File: config.mk
export PLATFORM = sky130hd
export DESIGN_NAME = mlow_codec_scheduler
export DESIGN_NICKNAME = d
export VERILOG_FILES = /design/src/rtl/mlow_codec_scheduler.sv
export SDC_FILE = /design/constraint.sdc
export NUM_CORES = 1
export LEC_CHECK = 0
export CAP_MARGIN = 0
export CORE_ASPECT_RATIO = 0.8
export CORE_MARGIN = 1.5
export CORE_UTILIZATION = 53
export CTS_CLUSTER_SIZE = 28
export DETAILED_ROUTE_END_ITERATION = 10
export GPL_TIMING_DRIVEN = 0
export PLACE_DENSITY = 0.84
export REMOVE_ABC_BUFFERS = 1
export SETUP_SLACK_MARGIN = 0.1
export SLEW_MARGIN = 20
export SYNTH_ARGS = -nofsm -noshare
export SYNTH_HDL_FRONTEND = slang
export SYNTH_SLANG_ARGS = --single-unit
File: constraint.sdc
create_clock -name clk_i -period 2.9 [get_ports clk_i]
set_input_delay 0.435 -clock clk_i [delete_from_list [all_inputs] [get_ports clk_i]]
set_output_delay 0.435 -clock clk_i [all_outputs]
set_load 0.02 [all_outputs]
File: src/rtl/mlow_codec_scheduler.sv
// Frame-granular arbiter sharing one mlow_codec core between encode and decode requesters.
// Optional macro MLOW_SCHED_DEC_PRIORITY_EN: decode strictly wins over encode instead of round-robin.
module mlow_codec_scheduler #(
  parameter int unsigned FRAME_SIZE     = 16,
  parameter int unsigned TIMEOUT_CYCLES = 1024,
  parameter int unsigned FLUSH_CYCLES   = 4
) (
  input  logic       clk_i,
  input  logic       reset_n_i,
  input  logic       enc_req_i,
  input  logic       dec_req_i,
  input  logic [3:0] bitrate_sel_i,
  input  logic [1:0] bandwidth_sel_i,
  input  logic       sample_fire_i,
  input  logic       core_busy_i,
  input  logic       core_error_i,
  output logic       enc_grant_o,
  output logic       dec_grant_o,
  output logic       core_encode_mode_o,
  output logic [3:0] core_bitrate_sel_o,
  output logic [1:0] core_bandwidth_sel_o,
  output logic       core_start_o,
  output logic       core_flush_o,
  output logic       frame_done_o,
  output logic       timeout_o,
  output logic [7:0] err_count_o,
  output logic       sched_busy_o
);

  localparam int unsigned CNT_W = $clog2(FRAME_SIZE + 1);
  localparam int unsigned WD_W  = $clog2(TIMEOUT_CYCLES + 1);
  localparam int unsigned FL_W  = $clog2(FLUSH_CYCLES + 1);

  typedef enum logic [2:0] {IDLE, START, RUN, DRAIN, RECOVER} state_t;

  state_t           state, state_d;
  logic [CNT_W-1:0] sample_cnt, sample_cnt_d;
  logic [WD_W-1:0]  wd_cnt, wd_cnt_d, wd_inc;
  logic [FL_W-1:0]  flush_cnt, flush_cnt_d;
  logic             last_enc, last_enc_d;
  logic             enc_grant_d, dec_grant_d, mode_d;
  logic [3:0]       bitrate_d;
  logic [1:0]       bandwidth_d;
  logic             start_d, flush_d, done_d, timeout_d;
  logic [7:0]       err_count_d;
  logic             pick_enc, wd_hit, enter_recover;

  // Winner selection when leaving IDLE
  always_comb begin
`ifdef MLOW_SCHED_DEC_PRIORITY_EN
    pick_enc = !dec_req_i;
`else
    pick_enc = enc_req_i && (!dec_req_i || !last_enc);
`endif
  end

  assign wd_inc = wd_cnt + WD_W'(1);
  assign wd_hit = (wd_inc == WD_W'(TIMEOUT_CYCLES));

  // Next-state and next-output logic
  always_comb begin
    state_d       = state;
    sample_cnt_d  = sample_cnt;
    wd_cnt_d      = wd_cnt;
    flush_cnt_d   = flush_cnt;
    last_enc_d    = last_enc;
    enc_grant_d   = enc_grant_o;
    dec_grant_d   = dec_grant_o;
    mode_d        = core_encode_mode_o;
    bitrate_d     = core_bitrate_sel_o;
    bandwidth_d   = core_bandwidth_sel_o;
    start_d       = 1'b0;
    flush_d       = 1'b0;
    done_d        = 1'b0;
    timeout_d     = 1'b0;
    err_count_d   = err_count_o;
    enter_recover = 1'b0;

    case (state)
      IDLE: begin
        if (enc_req_i || dec_req_i) begin
          state_d     = START;
          enc_grant_d = pick_enc;
          dec_grant_d = !pick_enc;
          mode_d      = pick_enc;
          bitrate_d   = bitrate_sel_i;
          bandwidth_d = bandwidth_sel_i;
          start_d     = 1'b1;
        end
      end
      START: begin
        sample_cnt_d = '0;
        wd_cnt_d     = '0;
        if (core_error_i) enter_recover = 1'b1;
        else              state_d = RUN;
      end
      RUN: begin
        if (core_error_i) begin
          enter_recover = 1'b1;
        end else if (wd_hit) begin
          timeout_d     = 1'b1;
          enter_recover = 1'b1;
        end else if (sample_fire_i) begin
          sample_cnt_d = sample_cnt + CNT_W'(1);
          wd_cnt_d     = '0;
          if (sample_cnt + CNT_W'(1) == CNT_W'(FRAME_SIZE)) state_d = DRAIN;
        end else begin
          wd_cnt_d = wd_inc;
        end
      end
      DRAIN: begin
        if (core_error_i) begin
          enter_recover = 1'b1;
        end else if (wd_hit) begin
          timeout_d     = 1'b1;
          enter_recover = 1'b1;
        end else if (!core_busy_i) begin
          done_d      = 1'b1;
          last_enc_d  = core_encode_mode_o;
          enc_grant_d = 1'b0;
          dec_grant_d = 1'b0;
          state_d     = IDLE;
        end else begin
          wd_cnt_d = wd_inc;
        end
      end
      RECOVER: begin
        if (flush_cnt == FL_W'(FLUSH_CYCLES - 1)) begin
          state_d = IDLE;
        end else begin
          flush_d     = 1'b1;
          flush_cnt_d = flush_cnt + FL_W'(1);
        end
      end
      default: state_d = IDLE;
    endcase

    // Recovery entry: drop grants, start flushing, blame the failed path
    if (enter_recover) begin
      state_d     = RECOVER;
      enc_grant_d = 1'b0;
      dec_grant_d = 1'b0;
      flush_d     = 1'b1;
      flush_cnt_d = '0;
      last_enc_d  = core_encode_mode_o;
      if (err_count_o != 8'hFF) err_count_d = err_count_o + 8'd1;
    end
  end

  always_ff @(posedge clk_i or negedge reset_n_i) begin
    if (!reset_n_i) begin
      state                <= IDLE;
      sample_cnt           <= '0;
      wd_cnt               <= '0;
      flush_cnt            <= '0;
      last_enc             <= 1'b0;
      enc_grant_o          <= 1'b0;
      dec_grant_o          <= 1'b0;
      core_encode_mode_o   <= 1'b0;
      core_bitrate_sel_o   <= '0;
      core_bandwidth_sel_o <= '0;
      core_start_o         <= 1'b0;
      core_flush_o         <= 1'b0;
      frame_done_o         <= 1'b0;
      timeout_o            <= 1'b0;
      err_count_o          <= '0;
      sched_busy_o         <= 1'b0;
    end else begin
      state                <= state_d;
      sample_cnt           <= sample_cnt_d;
      wd_cnt               <= wd_cnt_d;
      flush_cnt            <= flush_cnt_d;
      last_enc             <= last_enc_d;
      enc_grant_o          <= enc_grant_d;
      dec_grant_o          <= dec_grant_d;
      core_encode_mode_o   <= mode_d;
      core_bitrate_sel_o   <= bitrate_d;
      core_bandwidth_sel_o <= bandwidth_d;
      core_start_o         <= start_d;
      core_flush_o         <= flush_d;
      frame_done_o         <= done_d;
      timeout_o            <= timeout_d;
      err_count_o          <= err_count_d;
      sched_busy_o         <= (state_d != IDLE);
    end
  end

endmodule

* Yosys cells after proc, flatten, opt, wreduce, memory -nomap -nowiden
Cells that the tools add are included.
** Word-level totals
- Bits in registers :: 45
- Memories :: 0
- Word-level logic and storage cells :: 118
- Latch bits :: 0
- Bits of input ports :: 13
- Output and inout bits :: 22
- Memory bits (writable) :: 0
- Bits in read-only memories :: 0
** Cells by class
- Multipliers :: 0
- Reductions and logical operators :: 21
- Shift operators :: 0
- Div/mod/pow operators :: 0
- Eq/ne operators :: 22
- Add/sub/neg operators :: 4
- Bitwise operators :: 0
- Multiplexer cells :: 55
- Order comparisons :: 0
** Operators with widths (number)
- $mux 11 :: 6
- $mux 3 :: 14
- $pmux 11 s3 :: 1
- $mux 1 :: 26
- $mux 5 :: 3
- $pmux 3 s5 :: 1
- $ne 2x2->1 const B :: 7
- $ne 3x3->1 const B :: 4
- $add 11x1->11 const B :: 1
- $eq 11x11->1 const B :: 1
- $pmux 5 s2 :: 1
- $eq 3x2->1 const B :: 3
- $reduce_bool 3->1 :: 3
- $add 8x1->8 const B :: 1
- $ne 8x8->1 const B :: 1
- $reduce_and 4->1 :: 2
- $ne 2x1->1 const B :: 3
- $pmux 1 s2 :: 3
- $reduce_and 2->1 :: 3
- $reduce_and 6->1 :: 1
- $reduce_bool 2->1 :: 3
- $add 5x1->5 const B :: 1
- $eq 5x5->1 const B :: 1
- $reduce_and 5->1 :: 1
- 8 further kinds :: 11

* Depth between registers and ports, before layout
Gate-level depths: netlist of run 1.
- Depth after elaboration :: 9
- Mapped depth :: 9
- Mapped depth without buffers :: 8

* Worst setup path after synthesis of run 1
Ideal clock, no wire load.
- Path kind :: reg-to-reg
- Start point :: reg wd_cnt[0]
- End point :: reg err_count_o[1]
- Period minus slack after synthesis :: 2365 ps
- Buffers on the path :: 0
- Setup slack :: 535 ps
- Data required time :: 2773 ps
- Stages on the path, launching flop included :: 9
- Arrival :: 2238 ps
- Setup time :: 127 ps
- Cell sequence :: dfrtp_1 -> ha_1 -> nand3_1 -> or4_4 -> a22oi_2 -> nand3_1 -> o22ai_2 -> and2_2 -> mux2_1
** Between the ends
- Word-level cells in the longest chain between the ends :: 6
** Ends and longest elaborated chain
- start: declaration :: line 38 : logic [WD_W-1:0] wd_cnt, wd_cnt_d, wd_inc;
- start signal: assignment :: line 171 : wd_cnt <= wd_cnt_d;
- $add 11x1->11 :: line 57 : assign wd_inc = wd_cnt + WD_W'(1);
- $eq 11x11->1 :: line 58 : assign wd_hit = (wd_inc == WD_W'(TIMEOUT_CYCLES));
- $mux 1 :: line 100, 114
- $mux 1 :: line 112 : if (core_error_i) begin
- $pmux 1 s2 :: line 79 : case (state)
- $reduce_and 2->1 (no source line)
- end signal: assignment :: line 183 : err_count_o <= err_count_d;
- end: declaration :: line 26 : output logic [7:0] err_count_o,
No other way between the ends.
A chain may end at the register's enable or synchronous reset.

* Final worst setup path of run 1
- Start point :: reg wd_cnt[3]
- End point :: reg err_count_o[1]
The elaborated chain is that of the path after synthesis.

==> reports/metrics.cfg, run 1 <==
[floorplanning]
rows = 21
dieArea_um2 = 4710
die_w_um = 76.3
io_pins = 35
die_h_um = 61.7
core_um2 = 4150
start_util_pct = 54.9

[cells_and_area]
final_area_um2 = 2880
finalNetCount = 299
fillerInstances = 336
area_delta_synth_final_pct = 26.3
multi_input_area_um2 = 1140
antenna_cells = 0
final_core_util_pct = 69.4
drive_gt1_share_pct = 11.0
seq_area_um2 = 1130

[yosys]
synth_seq_area_share_pct = 49.4
synth_common_cells = dfrtp_1, nand2_1, o21ai_0, nor2_1, nand3_1
synth_flop_cell = dfrtp_1
synth_seq_cells = 45
syn_avg_cell_area_um2 = 9.54
syn_inst = 239
synthDominantCellAreaShare_pct = 49.4
synth-async-reset-ratio_pct = 100
synth_top_area_cell = dfrtp_1
yosysMostFrequentCell = dfrtp_1
ys_types = 52
synth_edf_count = 0
synth_area_um2 = 2280
synthTopCellsByArea = dfrtp_1, nand2_1, o21ai_0
yosys_warnings = 0

[detailed_routing]
first_iter_violations = 148
routed_wl_um = 5030
route.detailed.drc = 0
via_count = 1979
dr.pass1.iters = 5
drtAntennaViolNets = 0
via_per_inst = 5.84
wire_per_inst_um = 14.8

[worst_setup_path]
cp_max_fo = 10
critPathArrivalTime_ps = 2830
r2r-start = wd_cnt[3]$_DFFE_PN0P_
criticalPathCategory = reg -> reg
r2r_cells = 7
cp-end-kind = register
critPathLaunchType = register
crit_required_ps = 3090
r2r-end = err_count_o[1]$_DFFE_PN0P_
reg2reg_slack_ps = 260
critical_path.startpoint = wd_cnt[3]$_DFFE_PN0P_

[global_routing]
track_usage_pct = 23.0
antenna_found_initial = 0
grt_pass1_wl_um = 8240
grt-ovfl-total = 0
grt_max_degree = 29
grt_pass1_vias = 1782

[clocking]
h-tree-depth = 2
cts.root.buffer_cell = clkbuf_8
cts.sinks = 45
ctsHoldBuffers = 0
cts_tree = done
numCtsBuffers = 5
clockBufferDepth = 2
path_clk_slew_ps = 90
clock_latency_ps = 300

[timing]
rsz0062_at_grt = false
drv_slew = 0
relSlewSlack_pct = 31.4
fmax_ghz = 0.379
finalCritPeriodShare_pct = 91.1
period_minus_slack_ps = 2640
fin_worst_skew_ps = 8.08
setup_tns_ps = 0
setup_viol = 0
worst_pin_slew_ps = 1010
final-hold-violation-count = 0

[job]
max-cap-violations = 0

[place]
place_congestion = 0.848
dpl.hpwl_um = 3310
port_buffers = 34
place_area_um2 = 2670

[power]
ir_drop_v = 0.000615
powerDensity_nw_per_um2 = 892
power.leakage_nw = 1.21

[status]
status = completed

[min_path]
hold_class = in -> async

kinds of logic after synthesis:
logic type      after synthesis  share of synthesized area, %
xor+xnor                      5                          1.92
compound gates               65                          19.4
simple gates                102                          22.1
mux                           4                          1.92
fa+ha+maj                     5                          2.74
buf+inv                      13                          2.58
flops                        45                          49.4
layout make-up:
| cell class | count | area share [%] |
|---|---|---|
| multi-input combinational | 182 | 39.7 |
| inverter | 7 | 0.912 |
| clock buffer | 7 | 3.00 |
| clock inverter | 1 | 1.04 |
| tap | 57 | 2.48 |
| sequential | 45 | 39.2 |
| timing repair buffer | 40 | 13.6 |
stage by stage:
stage / setup slack [ps] / total power [W] / cells / hold WS (ps)
3_5_place_dp: -20.1 / 0.00199 / 325 / 389
3_3_place_gp: 27.6 / 0.00196 / 324 / 458
4_1_cts: 63.9 / 0.00251 / 333 / 67.6
6_report: 259 / 0.00257 / 339 / 54.1
2_1_floorplan: 327 / 0.00157 / 233 / 139
5_1_grt: 120 / 0.00273 / 339 / 75.7
worst max-delay path, stage by stage, from the launching register on:
cell and delay [ps]:
dfrtp_1 500, nand4_2 180, or4_4 560, a22oi_2 300, nand3_2 180, o22ai_4 240
and2_2 240, mux2_1 320
layout by cell type (no fill, tap or decap), types with 2 or more instances in the layout:
master and count:
dfrtp_1 43, nand2_1 41, clkdlybuf4s50_1 33, o21ai_0 17, nor2_1 15, nand3_1 10
a31oi_1 8, a21oi_1 8, o31ai_1 7, inv_1 6, clkbuf_8 6, nand2b_1 5
buf_4 5, nor3_1 4, and3_1 4, nand4_1 4, o21ai_1 4, ha_1 4
xnor2_1 3, o21a_1 3, and2_1 3, nor2b_1 3, mux2_1 3, a31oi_4 2
or3_1 2, or2_2 2, xor2_1 2, o41ai_1 2, dfrtp_2 2
timing repair:
action	4_1_cts	5_1_grt
cloned	0	1
hold endpoints to repair	0	0
gates resized for setup	2	6
pin swaps	0	1
setup endpoints to repair	12	15
setup buffers	0	5
worst max path at each step:
stage / endpoint / slack [ps] / cells past startpoint
5_1_grt: err_count_o[7]$_DFFE_PN0P_ / 120 / 8
6_report: err_count_o[1]$_DFFE_PN0P_ / 260 / 7
4_1_cts: err_count_o[1]$_DFFE_PN0P_ / 60 / 8
2_1_floorplan: err_count_o[1]$_DFFE_PN0P_ / 330 / 8
3_3_place_gp: err_count_o[1]$_DFFE_PN0P_ / 30 / 8
3_5_place_dp: wd_cnt[8]$_DFFE_PN0P_ / -20 / 8
per-layer routing:
metal | vias to the layer above | track usage [%] | wire (um)
met5 | - | 0 | 0
met4 | 0 | 8.99 | 84
met3 | 11 | 7.26 | 291
met2 | 57 | 37.6 | 2270
met1 | 956 | 29.5 | 2380
li1 | 955 | - | -
sequential cells by signal, summed over array words and instances, names as in the netlist, 2 cells and up:
name,flops
sample_cnt,5
core_bitrate_sel_o,4
core_bandwidth_sel_o,2
state,3
wd_cnt,11
err_count_o,8
flush_cnt,3
report_power, final:
| part | total, W | internal (W) | switching [W] |
|---|---|---|---|
| clock network | 0.000491 | 0.000281 | 0.000210 |
| logic | 0.00108 | 0.000485 | 0.000599 |
| registers | 0.000992 | 0.000813 | 0.000180 |
Power figures use the tool's default switching activity.
==> run 2, diff against run 1 <==
--- a/config.mk
+++ b/config.mk
@@ -11,10 +11,9 @@
 export CORE_UTILIZATION = 53
 export CTS_CLUSTER_SIZE = 28
 export DETAILED_ROUTE_END_ITERATION = 10
-export GPL_TIMING_DRIVEN = 0
-export PLACE_DENSITY = 0.84
+export PLACE_DENSITY = 0.79
 export REMOVE_ABC_BUFFERS = 1
-export SETUP_SLACK_MARGIN = 0.1
+export SETUP_SLACK_MARGIN = 0.15
 export SLEW_MARGIN = 20
 export SYNTH_ARGS = -nofsm -noshare
 export SYNTH_HDL_FRONTEND = slang
==> run 2 against run 1 <==
- clock skew down 4.0 ps
- worst setup slack better by 85 ps
- combinational power down 4%
- power down 6.7%
- largest cell class is now sequential cells
- largest power group unchanged
==> reports/metrics.cfg, run 2 (synthesized netlist as in run 1, its figures left out) <==
[cells_and_area]
final_cell_mix = dfrtp_1, nand2_1, clkdlybuf4s50_1  ; unchanged
antenna_cells = 0  ; unchanged
final_common_cell = dfrtp_1  ; unchanged
seq_area_um2 = 1130  ; about the same
drive_gt1_share_pct = 8.60  ; was 11.0%
fillerInstances = 356  ; was 336
top_regs = wd_cnt (11), err_count_o (8), sample_cnt (5)  ; unchanged
multi_input_area_um2 = 1100  ; was 1140 um^2
largest-register = wd_cnt  ; unchanged
finalNetCount = 297  ; was 299
largest_reg_flops = 11  ; unchanged
area_delta_synth_final_pct = 22.1  ; was 26.3%

[status]
status = completed  ; unchanged

[floorplanning]
io_pins = 35  ; unchanged
core_um2 = 4150  ; unchanged
die_h_um = 61.7  ; unchanged
die_w_um = 76.3  ; unchanged
rows = 21  ; unchanged
start_util_pct = 54.9  ; unchanged
dieArea_um2 = 4710  ; unchanged

[clocking]
ctsHoldBuffers = 0  ; unchanged
clockBufferDepth = 2  ; unchanged
clock_latency_ps = 290  ; was 300 ps
cts.root.buffer_cell = clkbuf_8  ; unchanged
numCtsBuffers = 5  ; unchanged
path_clk_slew_ps = 70  ; was 90 ps
cts_tree = done  ; unchanged
h-tree-depth = 2  ; unchanged
cts.sinks = 45  ; unchanged

[detailed_routing]
dr.pass1.iters = 5  ; unchanged
first_iter_violations = 133  ; was 148
via_per_inst = 5.68  ; was 5.84
routed_wl_um = 4760  ; was 5030 um
route.detailed.drc = 0  ; unchanged
drtAntennaViolNets = 0  ; unchanged
via_count = 1907  ; was 1979
wire_per_inst_um = 14.2  ; was 14.8 um

[power]
ir_drop_v = 0.000549  ; was 0.000615 V
powerDensity_nw_per_um2 = 861  ; was 892 nW/um^2
power.leakage_nw = 1.18  ; was 1.21 nW

[timing]
period_minus_slack_ps = 2560  ; was 2640 ps
relSlewSlack_pct = 59.8  ; was 31.4%
finalCritPeriodShare_pct = 88.1  ; was 91.1%
fin_ws_ps = 344  ; was 259 ps
rsz0062_at_grt = false  ; unchanged
fmax_ghz = 0.391  ; was 0.379 GHz
fin_worst_skew_ps = 4.12  ; was 8.08 ps
worst_pin_slew_ps = 600  ; was 1010 ps
drv_slew = 0  ; unchanged
setup_viol = 0  ; unchanged
final-hold-violation-count = 0  ; unchanged
setup_tns_ps = 0  ; unchanged

[global_routing]
grt_max_degree = 46  ; was 29
grt-busiest-layer = met2  ; unchanged
track_usage_pct = 22.5  ; was 23.0%
use_met1_pct = 30.5  ; was 29.5%
grt_use_met3_pct = 6.67  ; was 7.26%
grt_pass1_vias = 1773  ; was 1782
grt.met2_usage_pct = 36.0  ; was 37.6%
antenna_found_initial = 0  ; unchanged
grt_pass1_wl_um = 8180  ; was 8240 um
grt-ovfl-total = 0  ; unchanged

[worst_setup_path]
critPathLaunchType = register  ; unchanged
crit_required_ps = 3080  ; was 3090 ps
critPathArrivalTime_ps = 2740  ; was 2830 ps
cp_max_fo = 8  ; was 10
cp-end-kind = register  ; unchanged
criticalPathCategory = reg -> reg  ; unchanged

[min_path]
hold_class = in -> async  ; unchanged

[place]
dpl.hpwl_um = 3430  ; was 3310 um
port_buffers = 34  ; unchanged
place_ws_ps = 360  ; was -20.1 ps
place_congestion = 0.828  ; was 0.848

[job]
max-cap-violations = 0  ; unchanged

-- run 2: final cells by class --
| cell class | instances | share of cell area [%] |
|---|---|---|
| Sequential cell | 45 | 40.5 |
| Multi-Input combinational cell | 181 | 39.4 |
| Timing Repair Buffer | 39 | 13.5 |
| Clock buffer | 7 | 3.10 |
| Tap cell | 57 | 2.56 |
| Inverter | 7 | 0.944 |
-- run 2: power by group --
group	internal, W	total (W)	switching, W
sequential	0.000811	0.000980	0.000169
combinational	0.000471	0.00104	0.000566
clock	0.000189	0.000379	0.000190
-- run 2: path summary, 6_finish.rpt --
path	start	endpoint	slack, ps	depth (start not counted)
max in group asynchronous	reset_n_i	flush_cnt[0]$_DFFE_PN0P_	2400	1
worst min register to register	sample_cnt[3]$_DFFE_PN0P_	sample_cnt[3]$_DFFE_PN0P_	470	1
min in group clk_i	sample_cnt[3]$_DFFE_PN0P_	sample_cnt[3]$_DFFE_PN0P_	470	1
worst max register to register	wd_cnt[0]$_DFFE_PN0P_	err_count_o[1]$_DFFE_PN0P_	340	8
worst max-delay path	wd_cnt[0]$_DFFE_PN0P_	err_count_o[1]$_DFFE_PN0P_	340	8
worst min-delay path	reset_n_i	core_bitrate_sel_o[1]$_DFFE_PN0P_	130	1
-- run 2: stage by stage --
stage | hold slack (ps) | power (W) | utilization (%) | cell area, um^2 | std cells
2_1_floorplan | 139 | 0.00157 | - | 2250 | 233
3_3_place_gp | 458 | 0.00202 | 64.8 | 2690 | 329
3_5_place_dp | 466 | 0.00203 | 64.8 | 2690 | 329
4_1_cts | 319 | 0.00242 | 66.9 | 2780 | 336
5_1_grt | 170 | 0.00258 | 67.0 | 2780 | 336
6_report | 129 | 0.00240 | 67.0 | 2780 | 336
-- run 2: what timing repair did --
action,in CTS,in global routing
endpoints found under the hold margin,0,0
endpoints found under the setup margin,0,1
setup buffers,0,0
resized for setup,0,1
-- run 2: per-layer routing --
layer	vias to the layer above	routed length [um]
met3	0	239
li1	943	-
met1	906	2390
met5	-	0
met4	0	0
met2	58	2130
-- run 2: critical path: stages, from the launching register on --
cell and delay (ps):
dfrtp_1 470, ha_2 260, nand3_1 100, or4_4 440, a22oi_2 260, nand3_1 160, o22ai_2 200, and2_2 230
mux2_1 320
==> run 3, diff against run 2 <==
--- a/config.mk
+++ b/config.mk
@@ -7,7 +7,7 @@
 export LEC_CHECK = 0
 export CAP_MARGIN = 0
 export CORE_ASPECT_RATIO = 0.8
-export CORE_MARGIN = 1.5
+export CORE_MARGIN = 1
 export CORE_UTILIZATION = 53
 export CTS_CLUSTER_SIZE = 28
 export DETAILED_ROUTE_END_ITERATION = 10
==> run 3 against run 2 <==
- first-iteration DRC count up 82%
- clock power up 10%
- sequential share of layout area down 0.13 points
- fmax down 3.2%
- clock skew up 1.7 ps
- cell area up 0.54%
- combinational power about the same
- die area down 2.9%
- register-to-register slack worse by 80 ps
- global-route usage up 1.8 points
- largest cell class unchanged
- highest routed layer is now met4
==> reports/metrics.cfg, run 3 (synthesized netlist as in run 1, its figures left out) <==
[global_routing]
use_met1_pct = 34.8  ; was 30.5%
track_usage_pct = 24.3  ; was 22.5%
grt_pass1_vias = 1736  ; was 1773
grt-ovfl-total = 0  ; unchanged
grt_pass1_wl_um = 8130  ; was 8180 um
grt_max_degree = 46  ; unchanged
grt-busiest-layer = met2  ; unchanged
grt_use_met3_pct = 7.48  ; was 6.67%
grt.met2_usage_pct = 36.1  ; was 36.0%
antenna_found_initial = 0  ; unchanged

[timing]
period_minus_slack_ps = 2640  ; was 2560 ps
finalCritPeriodShare_pct = 91.0  ; was 88.1%
final-hold-violation-count = 0  ; unchanged
rsz0062_at_grt = false  ; unchanged
setup_viol = 0  ; unchanged
hold_slack_ps = 113  ; was 129 ps
setup_tns_ps = 0  ; unchanged
fin_worst_skew_ps = 5.86  ; was 4.12 ps
worst_pin_slew_ps = 589  ; was 600 ps
fmax_ghz = 0.379  ; was 0.391 GHz
relSlewSlack_pct = 60.5  ; was 59.8%
drv_slew = 0  ; unchanged

[worst_setup_path]
slowest_stage = or4_4  ; was dfrtp_1
cp-end-kind = register  ; unchanged
r2r-end = err_count_o[1]$_DFFE_PN0P_  ; unchanged
r2r-start = wd_cnt[3]$_DFFE_PN0P_  ; was wd_cnt[0]$_DFFE_PN0P_
cp_max_fo = 10  ; was 8
criticalPathCategory = reg -> reg  ; unchanged
r2r_cells = 7  ; was 8
critPathArrivalTime_ps = 2830  ; was 2740 ps
reg2reg_slack_ps = 260  ; was 340 ps
crit_required_ps = 3090  ; was 3080 ps
path_cells = nand4_2 -> or4_4 -> a22oi_2 -> nand3_1 -> o22ai_4 -> and2_2 -> mux2_1  ; was ha_2 -> nand3_1 -> or4_4 -> a22oi_2 -> nand3_1 -> o22ai_2 -> and2_2 -> mux2_1
critPathLaunchType = register  ; unchanged
slowest_delay_ps = 550  ; was 470 ps

[place]
place_area_um2 = 2680  ; was 2690 um^2
place_congestion = 0.863  ; was 0.828
port_buffers = 34  ; unchanged
placed_cells = 326  ; was 329
dpl.hpwl_um = 3330  ; was 3430 um

[power]
powerDensity_nw_per_um2 = 875  ; was 861 nW/um^2
swShare_pct = 39.7  ; was 38.6%
p_clk_share_pct = 17.0  ; was 15.8%
ir_drop_v = 0.000656  ; was 0.000549 V
power.leakage_nw = 1.19  ; was 1.18 nW
pwr-share-comb_pct = 42.7  ; was 43.3%
p_seq_share_pct = 40.3  ; was 40.9%
internal_power_w = 0.00148  ; was 0.00147 W
power.switching_w = 0.000972  ; was 0.000926 W

[detailed_routing]
via_per_inst = 5.69  ; was 5.68
routed_wl_um = 4800  ; was 4760 um
drtAntennaViolNets = 0  ; unchanged
dr.pass1.iters = 4  ; was 5
wire_per_inst_um = 14.3  ; was 14.2 um
first_iter_violations = 242  ; was 133
via_count = 1906  ; was 1907
route.detailed.drc = 0  ; unchanged

[floorplanning]
die_h_um = 60.7  ; was 61.7 um
core_um2 = 3950  ; was 4150 um^2
die_w_um = 75.3  ; was 76.3 um
start_util_pct = 57.7  ; was 54.9%
rows = 20  ; was 21
io_pins = 35  ; unchanged
dieArea_um2 = 4570  ; was 4710 um^2

[clocking]
cts.root.buffer_cell = clkbuf_8  ; unchanged
clock_latency_ps = 310  ; was 290 ps
cts_tree = done  ; unchanged
path_clk_slew_ps = 90  ; was 70 ps
clockBufferDepth = 2  ; unchanged
h-tree-depth = 2  ; unchanged
cts.sinks = 45  ; unchanged
numCtsBuffers = 5  ; unchanged

[cells_and_area]
final_common_cell = dfrtp_1  ; unchanged
top_regs = wd_cnt (11), err_count_o (8), sample_cnt (5)  ; unchanged
area_delta_synth_final_pct = 22.7  ; was 22.1%
final_cell_count_no_fill = 335  ; was 336
final_cell_mix = dfrtp_1, nand2_1, clkdlybuf4s50_1  ; unchanged
antenna_cells = 0  ; unchanged
final_area_um2 = 2800  ; was 2780 um^2
largest-register = wd_cnt  ; unchanged
finalNetCount = 297  ; unchanged
drive_gt1_share_pct = 9.64  ; was 8.60%
largest_reg_flops = 11  ; unchanged
fillerInstances = 330  ; was 356

[min_path]
hold_class = in -> async  ; unchanged

[job]
max-cap-violations = 0  ; unchanged

[status]
status = completed  ; unchanged

## run 3: cell count changes in the layout (fill, tap and decap cells not counted)
cell	before	now
clkbuf_1	1	0
clkinv_2	0	1
clkinv_4	0	1
dfrtp_1	45	43
dfrtp_2	0	2
ha_1	4	5
ha_2	1	0
o22ai_2	1	0
o22ai_4	0	1
## run 3: how the worst max path moves through the flow
stage	cells after the start	slack, ps	from	to
3_5_place_dp	8	290	wd_cnt[0]$_DFFE_PN0P_	err_count_o[1]$_DFFE_PN0P_
4_1_cts	8	230	wd_cnt[0]$_DFFE_PN0P_	err_count_o[1]$_DFFE_PN0P_
6_report	7	260	wd_cnt[3]$_DFFE_PN0P_	err_count_o[1]$_DFFE_PN0P_
3_3_place_gp	8	340	wd_cnt[0]$_DFFE_PN0P_	err_count_o[1]$_DFFE_PN0P_
5_1_grt	7	160	wd_cnt[3]$_DFFE_PN0P_	err_count_o[1]$_DFFE_PN0P_
2_1_floorplan	8	330	wd_cnt[0]$_DFFE_PN0P_	err_count_o[1]$_DFFE_PN0P_
## run 3: power groups by stage
stage	combinational, W	clock (W)	sequential (W)
finish	0.00104	0.000417	0.000986
CTS	0.00103	0.000426	0.000981
detailed placement	0.00103	0	0.000990
floorplan	0.000459	0	0.00111
global placement	0.00101	0	0.000986
global route	0.00115	0.000454	0.00102
## run 3: area by class of cell
cell class,count,area [um^2],share of cell area (%)
Sequential cell,45,1130,40.3
Multi-Input combinational cell,181,1100,39.4
Timing Repair Buffer,39,375,13.4
Clock buffer,6,82.6,2.95
Tap cell,55,68.8,2.46
Inverter,7,26.3,0.939
Clock inverter,2,13.8,0.492
## run 3: repair_timing
action                                  4_1_cts  5_1_grt
buffers inserted                              0        1
hold buffers                                  0        0
endpoints found under the setup margin        0        1
gates resized for setup                       0        3
## run 3: critical path: cells and delay by family, from the launching register on
family | cells | cell delay, ps
compound gates | 2 | 500
flops | 1 | 510
mux | 1 | 330
simple gates | 4 | 1170
## run 3: routing by layer
metal,vias to the layer above,share of wire (%)
li1,948,-
met1,898,50
met2,52,43
met3,8,6.0
met4,0,1.1
met5,-,0
## run 3: metrics by stage
stage          worst slack [ps]  utilization (%)  power [W]
3_5_place_dp                287             67.8    0.00202
3_3_place_gp                336             67.8    0.00200
2_1_floorplan               327                -    0.00157
5_1_grt                     164             70.8    0.00262
6_report                    261             70.8    0.00245
4_1_cts                     231             70.3    0.00244
